==> config.mk <==
export PLATFORM = sky130hd
export DESIGN_NAME = rr_burst_arbiter
export DESIGN_NICKNAME = d
export VERILOG_FILES = /design/src/rtl/arb_pkg.sv /design/src/rtl/oh_to_idx.sv /design/src/rtl/rr_priority_pick.sv /design/src/rtl/rr_burst_arbiter.sv
export SDC_FILE = /design/constraint.sdc
export NUM_CORES = 1
export LEC_CHECK = 0
export ABC_AREA = 1
export CAP_MARGIN = 0
export CORE_UTILIZATION = 57
export CTS_BUF_LIST = sky130_fd_sc_hd__clkbuf_4
export DETAILED_ROUTE_END_ITERATION = 6
export HOLD_SLACK_MARGIN = 0.15
export PLACE_DENSITY = 0.88
export SLEW_MARGIN = 20
export SYNTH_ARGS = -nofsm -noshare
export SYNTH_HDL_FRONTEND = slang
export SYNTH_SLANG_ARGS = --single-unit
==> constraint.sdc <==
create_clock -name clk -period 4.1 [get_ports clk]
set_input_delay 0.615 -clock clk [delete_from_list [all_inputs] [get_ports clk]]
set_output_delay 0.615 -clock clk [all_outputs]
set_load 0.01 [all_outputs]
==> src/rtl/arb_pkg.sv <==
// Shared types and limits for the round-robin burst arbiter.
package arb_pkg;

   localparam int unsigned ARB_MAX_REQ = 16;

   typedef enum logic [0:0] {
      ARB_IDLE    = 1'b0,
      ARB_GRANTED = 1'b1
   } arb_state_t;

endpackage : arb_pkg

==> src/rtl/oh_to_idx.sv <==
// One-hot to binary index encoder; all-zero input encodes to 0.
module oh_to_idx #(
   parameter int unsigned OH_WIDTH  = 4,
   parameter int unsigned IDX_WIDTH = (OH_WIDTH > 1) ? $clog2(OH_WIDTH) : 1
) (
   input  logic [OH_WIDTH-1:0]  oh_i,
   output logic [IDX_WIDTH-1:0] idx_o
);

   // OR together the indices of set bits; exact for a one-hot input.
   always_comb begin
      idx_o = '0;
      for (int unsigned i = 0; i < OH_WIDTH; i++) begin
         if (oh_i[i]) idx_o = idx_o | IDX_WIDTH'(i);
      end
   end

endmodule : oh_to_idx

==> src/rtl/rr_priority_pick.sv <==
// Rotate-priority-rotate picker: lowest set request at or above ptr, wrapping.
module rr_priority_pick #(
   parameter int unsigned NUM_REQ   = 4,
   parameter int unsigned IDX_WIDTH = $clog2(NUM_REQ)
) (
   input  logic [NUM_REQ-1:0]   request,
   input  logic [IDX_WIDTH-1:0] ptr,
   output logic [NUM_REQ-1:0]   winner_oh
);

   logic [2*NUM_REQ-1:0] dbl_req;
   logic [2*NUM_REQ-1:0] dbl_win;
   logic [NUM_REQ-1:0]   rot_req;
   logic [NUM_REQ-1:0]   rot_win;

   // Rotate so ptr sits at bit 0, isolate lowest set bit, rotate back.
   always_comb begin
      dbl_req   = {request, request} >> ptr;
      rot_req   = dbl_req[NUM_REQ-1:0];
      rot_win   = rot_req & (~rot_req + NUM_REQ'(1));
      dbl_win   = {rot_win, rot_win} << ptr;
      winner_oh = dbl_win[2*NUM_REQ-1:NUM_REQ];
   end

endmodule : rr_priority_pick

==> src/rtl/rr_burst_arbiter.sv <==
// Round-robin arbiter with registered grant held until accepted.
// Optional burst locking via `RR_ARB_BURST_LOCK_EN: grant held until the
// beat with req_last=1 is accepted; otherwise every accept releases.
module rr_burst_arbiter
   import arb_pkg::*;
#(
   parameter int unsigned NUM_REQ   = 4,
   parameter int unsigned IDX_WIDTH = $clog2(NUM_REQ)
) (
   input  logic                 clk,
   input  logic                 rst_n,
   input  logic [NUM_REQ-1:0]   request,
   input  logic                 req_last,
   input  logic                 res_ready,
   output logic                 grant_valid,
   output logic [NUM_REQ-1:0]   grant_oh,
   output logic [IDX_WIDTH-1:0] grant_idx
);

   if (NUM_REQ < 2 || NUM_REQ > ARB_MAX_REQ) begin : g_bad_num_req
      $error("rr_burst_arbiter: NUM_REQ out of range");
   end

   arb_state_t           state_q;
   logic [IDX_WIDTH-1:0] ptr_q;
   logic                 accept_c;
   logic                 release_c;
   logic [IDX_WIDTH-1:0] rel_ptr_c;
   logic [IDX_WIDTH-1:0] search_ptr_c;
   logic [NUM_REQ-1:0]   winner_c;

`ifndef RR_ARB_BURST_LOCK_EN
   logic unused_c;
   assign unused_c = req_last;
`endif

   // Accept/release decode; on release the search starts just past the owner
   // so the releasing requester is considered last.
   always_comb begin
      accept_c = grant_valid && res_ready;
`ifdef RR_ARB_BURST_LOCK_EN
      release_c = accept_c && req_last;
`else
      release_c = accept_c;
`endif
      rel_ptr_c    = (grant_idx == IDX_WIDTH'(NUM_REQ - 1)) ? '0
                                                            : IDX_WIDTH'(grant_idx + 1'b1);
      search_ptr_c = release_c ? rel_ptr_c : ptr_q;
   end

   rr_priority_pick #(
      .NUM_REQ   (NUM_REQ),
      .IDX_WIDTH (IDX_WIDTH)
   ) u_pick (
      .request   (request),
      .ptr       (search_ptr_c),
      .winner_oh (winner_c)
   );

   // Grant FSM: load on idle request, reload or go idle on release, else hold.
   always_ff @(posedge clk or negedge rst_n) begin
      if (!rst_n) begin
         state_q     <= ARB_IDLE;
         grant_valid <= 1'b0;
         grant_oh    <= '0;
         ptr_q       <= '0;
      end else begin
         if (release_c) ptr_q <= rel_ptr_c;
         case (state_q)
            ARB_IDLE: begin
               if (|request) begin
                  state_q     <= ARB_GRANTED;
                  grant_valid <= 1'b1;
                  grant_oh    <= winner_c;
               end
            end
            ARB_GRANTED: begin
               if (release_c) begin
                  if (|request) begin
                     grant_oh <= winner_c;
                  end else begin
                     state_q     <= ARB_IDLE;
                     grant_valid <= 1'b0;
                     grant_oh    <= '0;
                  end
               end
            end
            default: begin
               state_q     <= ARB_IDLE;
               grant_valid <= 1'b0;
               grant_oh    <= '0;
            end
         endcase
      end
   end

   oh_to_idx #(
      .OH_WIDTH  (NUM_REQ),
      .IDX_WIDTH (IDX_WIDTH)
   ) u_enc (
      .oh_i  (grant_oh),
      .idx_o (grant_idx)
   );

endmodule : rr_burst_arbiter

==> results.txt, run 1 <==
The run finished with clean final reports. The count of instances resized after the clock tree is built is 0. The maximum count of clock buffers along a single path came out at 2. After synthesis, the largest area contributor takes up around a quarter of total cell area. After synthesis, the cell types taking the most area are dfrtp_1 (25%), nand2_1 (19%), nand3_1 (19%). The horizontal die dimension is about 40 um. The net switching fraction of the power came out at between 20% and 30%. The TritonCTS buffer count is 3.

From synthesis to final layout, the design area changed by 20.2%. The final wirelength came out at 1730 um. In this run the most critical hold path is launched from grant_oh[0]. The highest metal layer carrying signal wires in the routed design is met4. The biggest fanout along the worst timing path is 8. The static leakage came out at 0.532 nW. For this configuration, the core starts out at a cell density of about three fifths. The net switching power came out at between 0.04 and 0.05 mW. The endpoint arrival time on the critical path came out at 2190 ps.

The fraction of final layout cells sized beyond drive strength 1 is 19.6%. The synthesized design contains 8 register bits. The first routing iteration left 21 violations. The area inside the core boundary is 0.00130 mm2. Setup repair after global routing left no endpoint under its margin. The ratio of total power to cell area is ~170 mW/mm2. The average wire per standard cell came out at approximately 11 um. The clock share of power is between 30% and 40%. The worst hold path belongs to the class reg -> reg.

The via count of the first global-routing pass is a little over 700. The residual overflow from global routing came out at 0. Across the run, the number of max-cap violations was 0.

The number of standard-cell rows in the floorplan came out at 13. The routed length on met1 came out at 792 um. Setup violations remaining at the end of the flow were counted as 0. The number of nets in the finished design is 148. The worst hold path was traced through 2 stages. The CTS clock-pin slew for the worst setup and hold paths came out at around 50 ps. The total of hold buffers inserted after clock tree synthesis came out at 0. The H-tree depth came out at 1. The critical path startpoint is res_ready. After filler insertion, the fill cell instance count of the layout stands at around 130. Among all stages on the critical path, the largest delay is contributed by clkdlybuf4s50_1. The worst setup path is launched from a primary input.

TritonCTS built the clock tree. The commonest cells after synthesis are nand2_1 (40), nand3_1 (30), inv_1 (14), nand2_2 (10), dfrtp_1 (8). Routability-driven placement finished with a final weighted congestion of 0.863. The number of iterations in the first detailed-routing pass is 4. The headroom to the max-slew limit is around 73%. The wire length on met2 came out at around 840 um. The setup check on the worst reg-to-reg path leaves a slack of approximately 2400 ps. In this run the critical register-to-register path is captured at grant_oh[2].

The count of buffers from port buffering is 13. The floorplan step defined a die boundary enclosing roughly 0.0015 mm2. The startpoint identified for the worst register-to-register timing path is grant_oh[3]. The multi-input logic area is just over 500 um2. The count of antenna diodes in the layout came out at 0. CTS saw 8 sinks. The worst stage delay on the critical path came out at ~500 ps. The hold violation total from the final report was 0. For hold timing, the worst endpoint is grant_oh[0]. STA classifies the critical path endpoint as a flop. The power consumption is 0.165 mW. The count of flip-flops with a built-in enable after synthesis came out at 0.

The cell count after synthesis came out at 123. The length of routed met3 wiring came out at 81 um. The library cell with the largest summed area after synthesis is dfrtp_1. The required time at the worst-slack endpoint is 4250 ps. The final critical-path share of the clock period is between 40 and 50%. The half-perimeter wire length after placement came out at ~1400 um. For this run, the top clock speed supported by timing is around 490 MHz.

In the synthesized netlist the dominant register cell turns out to be dfrtp_1. In this run the remaining antenna-violating nets after routing total 0. The logic depth of the worst register-to-register path came out at 12. The share of total power in combinational logic came out at about 16%. The number of antenna violations at the first check in global routing is 0.

The overall fraction of global-route tracks in use came out at 29.5%. Synthesis produced a netlist with a net count of around 130. Yosys instantiated no cell more often than nand2_1.

Yosys printed 0 warnings. CTS placed an instance of clkbuf_4 at the clock tree root. The register cell area after layout is between 200 and 250 um2. The critical path class is in -> reg. The setup total negative slack came out at 0 ps. The internal power is between 0.1 and 0.15 mW. Detailed routing inserted a total of about 810 vias. The DRC violations left is 0.

The height of the chip came out at 39.3 um. The transition time at the pin with the least slew margin is 399 ps. The clock reaches the later pin of the worst-skew pair after approximately 260 ps. The mean instance size in the synthesized netlist came out at 6.45 um2. The relative contribution of sequential cells to total power came out at between 40% and 50%.

The critical path goes through clkdlybuf4s50_1 -> nand2_4 -> nand2_1 -> nand3_1 -> nand2_1 -> nand2_2 -> nand2_2 -> inv_1 -> nand4_1 -> nand3_1 -> nand3_1 -> nand2_1. The maximum clock skew at final layout is approximately 2.5 ps. The count of pins over their slew limit came out at 0. Using the TritonRoute via totals, the vias-per-cell ratio works out to approximately 5.3.

The clock period minus final worst setup slack came out at around 2000 ps. In the synthesized netlist the async set-or-reset flop fraction comes to 100%. The distinct cell type count of the synthesized netlist is 17.

The maximum number of pins on one net before global-route repair is 12. During I/O placement, the number of pins put on the boundary was 15. The maximum VDD drop came out at around 0.13 mV. The combined area of all synthesized cells came out at just under 800 um2. The sequential area share after synthesis is approximately a quarter. The number of setup buffers added after CTS is 0. The global-route wire length before repair came out at approximately 3000 um.
-- power by group through the flow --
stage | registers, mW | logic (mW) | clock network, mW
2_1_floorplan | 0.0804 | 0.0147 | 0
3_3_place_gp | 0.0804 | 0.0251 | 0
3_5_place_dp | 0.0804 | 0.0261 | 0
4_1_cts | 0.0790 | 0.0263 | 0.0609
5_1_grt | 0.0790 | 0.0293 | 0.0637
6_report | 0.0791 | 0.0262 | 0.0602
-- cell families (layout without fill, tap and decap cells) --
group	Yosys count	count (layout)	synth area share (%)
AND/OR/NAND/NOR	96	96	63.7
buffers and inverters	17	32	9.78
flip-flops	8	8	25.2
AO/OA/AOI/OAI	2	2	1.26
-- critical path, delay by kind of cell --
family / cells / cell delay (ps)
buf+inv: 2 / 560
simple gates: 10 / 1000
-- per-stage QoR --
stage | util, % | setup WS, ps | instances | cell area (um2) | hold WS (ps)
2_1_floorplan | - | 2460 | 123 | 793 | 319
3_3_place_gp | 71.5 | 1860 | 150 | 931 | 466
3_5_place_dp | 71.5 | 1810 | 150 | 931 | 464
4_1_cts | 73.3 | 2060 | 153 | 953 | 479
5_1_grt | 73.3 | 1840 | 153 | 953 | 527
6_report | 73.3 | 2060 | 153 | 953 | 475
-- worst max path at each step --
stage / end / cells after the start
after floorplan: grant_oh[2] / 11
after global placement: grant_oh[0] / 12
after detailed placement: grant_oh[0] / 12
after CTS: grant_oh[0] / 12
after global routing: grant_oh[1] / 11
final: grant_oh[0] / 12
-- cell type report --
cell class / count / share of cell area (%)
clock buffer: 3 / 2.36
inverter: 16 / 6.96
multi-input combinational: 98 / 54.1
sequential: 8 / 21.0
tap: 15 / 1.97
timing repair buffer: 13 / 13.6
-- routing by layer --
| metal | track usage (%) | vias up |
|---|---|---|
| met5 | 0 | - |
| met4 | 7.76 | 0 |
| met3 | 5.11 | 2 |
| met2 | 47.9 | 19 |
| met1 | 39.9 | 356 |
| li1 | - | 428 |
-- flip-flops by register name (all words and copies together) (netlist names) --
| register | cells |
|---|---|
| state_q | 1 |
| ptr_q | 2 |
| grant_valid | 1 |
| grant_oh | 4 |
-- cell usage in the layout (no fill, tap or decap), drive strengths merged --
cell type,instances
nor2,4
clkinv,1
or2,1
dfrtp,8
nor4,1
nand3,34
nand4,1
clkbuf,3
o21ai,2
inv,15
clkdlybuf4s50,13
nand2,55
(Power assumes the default switching activity.)
==> inputs of run 2 (changes only) <==
- CORE_UTILIZATION: 57 -> 53
- PLACE_DENSITY: 0.88 -> 0.83
- clock period: 4.1 -> 2 ns (I/O delays scaled with it)
==> results.txt, run 2 (same netlist as run 1, synthesis figures left out) <==
The run finished with clean final reports. The logic depth of the worst register-to-register path came out at 11. Dividing total power by cell area gives a power density of 350 mW/mm2.

The count of max-cap constraint violations came out at 0. The relative contribution of sequential cells to total power is between 40 and 50%. Across all hold checks on the routed design, the worst slack comes to roughly 320 ps. The root buffer cell chosen for the clock tree is clkbuf_4. The area growth from synthesis to layout is 23.0%. The floorplan step set the die width to around 41 um. The number of antenna violations at the first check in global routing came out at 0. In the layout the commonest cells are nand2_1 (40), nand3_1 (30), inv_1 (14), clkdlybuf4s50_1 (13), nand2_2 (10). The setup check on the worst reg-to-reg path leaves a slack of roughly 350 ps.

The signal on the critical path passes through clkdlybuf4s50_1 -> nand2_4 -> nand2_1 -> nand3_1 -> nand2_1 -> nand2_4 -> nand2_2 -> nor2_4 -> nand3_2 -> nand3_1 -> nand3_1 -> nand2_1. In this run the worst path has a maximum fanout of 8. The number of nets in the finished design is between 150 and 200. The type of the tightest min-delay check is in -> async. The global-route wire length before repair is ~2800 um.

The number of standard-cell rows in the floorplan is 13. The count of boundary I/O pins is 15. The clock share of power came out at ~37%. The starting density of the core is between 50% and 60%. The largest registers in the layout are grant_oh: 4 flops, ptr_q: 2 flops. VDD sags by at most around 0.16 mV.

Counting the buffers created by CTS gives 3. Setup violations remaining at the end of the flow were counted as 0. The highest attainable clock frequency is 584 MHz. The count of vias placed by the detailed router is 830. STA puts the critical path data required time at ~2200 ps.

For this run, design rule violations remaining after detail routing come to 0. The maximum clock skew at final layout came out at roughly 4.4 ps. The endpoint identified for the worst register-to-register timing path is grant_oh[3]. Summing internal, switching and leakage power gives ~0.34 mW. The number of setup buffers added after CTS is 0. The area of the die came out at roughly 0.0017 mm2.

After clock tree synthesis, the clock-pin slew on the worst setup and hold paths is 60 ps. The pre-antenna-repair detailed-routing pass consisted of 4 iterations. The clock reaches the later pin of the worst-skew pair after about 260 ps. For this design, the CTS-stage hold fixing added 0 buffers. The final critical-path share of the clock period came out at between 80% and 90%. The worst setup path is launched from a primary input. The count of pins over their slew limit came out at 0. The slowest stage of the critical path is the clkdlybuf4s50_1 cell. The headroom to the max-slew limit is 73.6%. Setup repair after global routing left no endpoint under its margin.

Port buffering added 13 buffers. After detailed routing, the number of vias per cell comes to about 5.3. Internal power comes to between 0.2 and 0.3 mW. For the finished layout, the period the worst path requires is roughly 1700 ps. TritonCTS built the clock tree.

Summed over all nets, the switching power comes to about 0.09 mW. The number of placed instances with taps included is about 150. The dominant delay contributor by cell family on the critical path is simple AND/OR/NAND/NOR gates.

Ranked by flip-flop count, first place goes to grant_oh. The count of filler cells inserted in the layout is 112. Summed over all layers, the routed wires come to roughly 1700 um. The number of buffer and inverter instances along the worst setup path came out at 1. The hold violation total from the final report is 0. Gates resized during post-CTS repair numbered 0. The height of the chip came out at about 41 um.

The count of antenna diodes in the layout came out at 0. The transition time at the pin with the least slew margin is roughly 390 ps. The detailed router's first-iteration violation count came out at 21. The share of total power dissipated in combinational logic is 15.6%.

The endpoint arrival time on the critical path came out at ~1900 ps. On the worst path, the slowest cell contributes a delay of 440 ps. The overall fraction of global-route tracks in use came out at between 20% and 30%. The number of routed nets with antenna violations came out at 0. The routability congestion estimate from global placement came out at between 0.7 and 0.8.

The worst register-to-register path begins at grant_valid. In the final routed layout, each cell accounts on average for 11.0 um. The maximum number of pins on one net before global-route repair came out at 11. The H-tree depth is 1. After routing, the total negative slack on setup checks comes to 0 ps.

Summed over all layers, the global routing overflow is 0. Leaving out fill and tap cells, the most frequent cell in the layout is nand2_1. The setup path with the least slack is of type in -> reg. The net switching fraction of the power is between 20% and 30%. The worst setup path is captured at a flop. The half-perimeter wire length after placement came out at about 1400 um.

For this design the static power due to leakage is 0.547 nW. The number of clock sinks came out at 8. The area inside the core boundary is around 0.0014 mm2.

The final instance count without filler cells came out at around 160. The maximum count of clock buffers along a single path came out at 2. The via count of the first global-routing pass came to approximately 660. The fraction of final layout cells sized beyond drive strength 1 is 21.3%. The register with the most flip-flops in the layout has 4 of them.
run 2: changes by cell type in the layout (fill, tap and decap cells not counted), sizes merged:
cell,previous run,this run
buf,0,3
run 2: layout make-up:
cell class	instances	area [um2]	share of cell area (%)
Clock buffer	3	22.5	2.31
Inverter	16	66.3	6.79
Timing Repair Buffer	16	153	15.6
Tap cell	15	18.8	1.92
Sequential cell	8	200	20.5
Multi-Input combinational cell	98	515	52.8
run 2: per-layer routing:
metal | track usage, % | up-vias | wire length [um]
met1 | 33.0 | 375 | 809
met4 | 10.0 | 0 | 18
li1 | - | 434 | -
met5 | 0 | - | 0
met2 | 42.1 | 19 | 861
met3 | 3.26 | 2 | 32
run 2: worst reg2reg max path: cells and delay by family (launching register included):
family	cells	cell delay (ps)
DFF	1	430
and+or+nand+nor	11	1170
run 2: power groups by stage:
stage	clock network (mW)	registers [mW]	logic (mW)
floorplan	0	0.165	0.0301
global placement	0	0.165	0.0517
detailed placement	0	0.165	0.0532
CTS	0.130	0.162	0.0532
global route	0.135	0.162	0.0591
finish	0.126	0.162	0.0533
run 2: how the worst max path moves through the flow:
stage / startpoint / to / depth (start not counted)
final: res_ready / grant_oh[3] / 12
after global routing: res_ready / grant_oh[1] / 12
after CTS: grant_oh[1] / grant_idx[0] / 3
after detailed placement: res_ready / grant_oh[3] / 12
after global placement: res_ready / grant_oh[3] / 12
after floorplan: grant_oh[3] / grant_oh[2] / 13
run 2: metrics by stage:
| stage | area (um2) | setup slack, ps | util (%) |
|---|---|---|---|
| after global routing | 976 | 149 | 72.3 |
| after global placement | 953 | 76.6 | 70.6 |
| final | 976 | 287 | 72.3 |
| after detailed placement | 953 | 30.6 | 70.6 |
| after floorplan | 793 | 454 | - |
| after CTS | 976 | 288 | 72.3 |
==> inputs of run 3 (changes only) <==
- CTS_CLUSTER_SIZE: not set -> 30
==> results of run 3 <==
No change in the layout: final DEF, timing and power equal those of run 2.
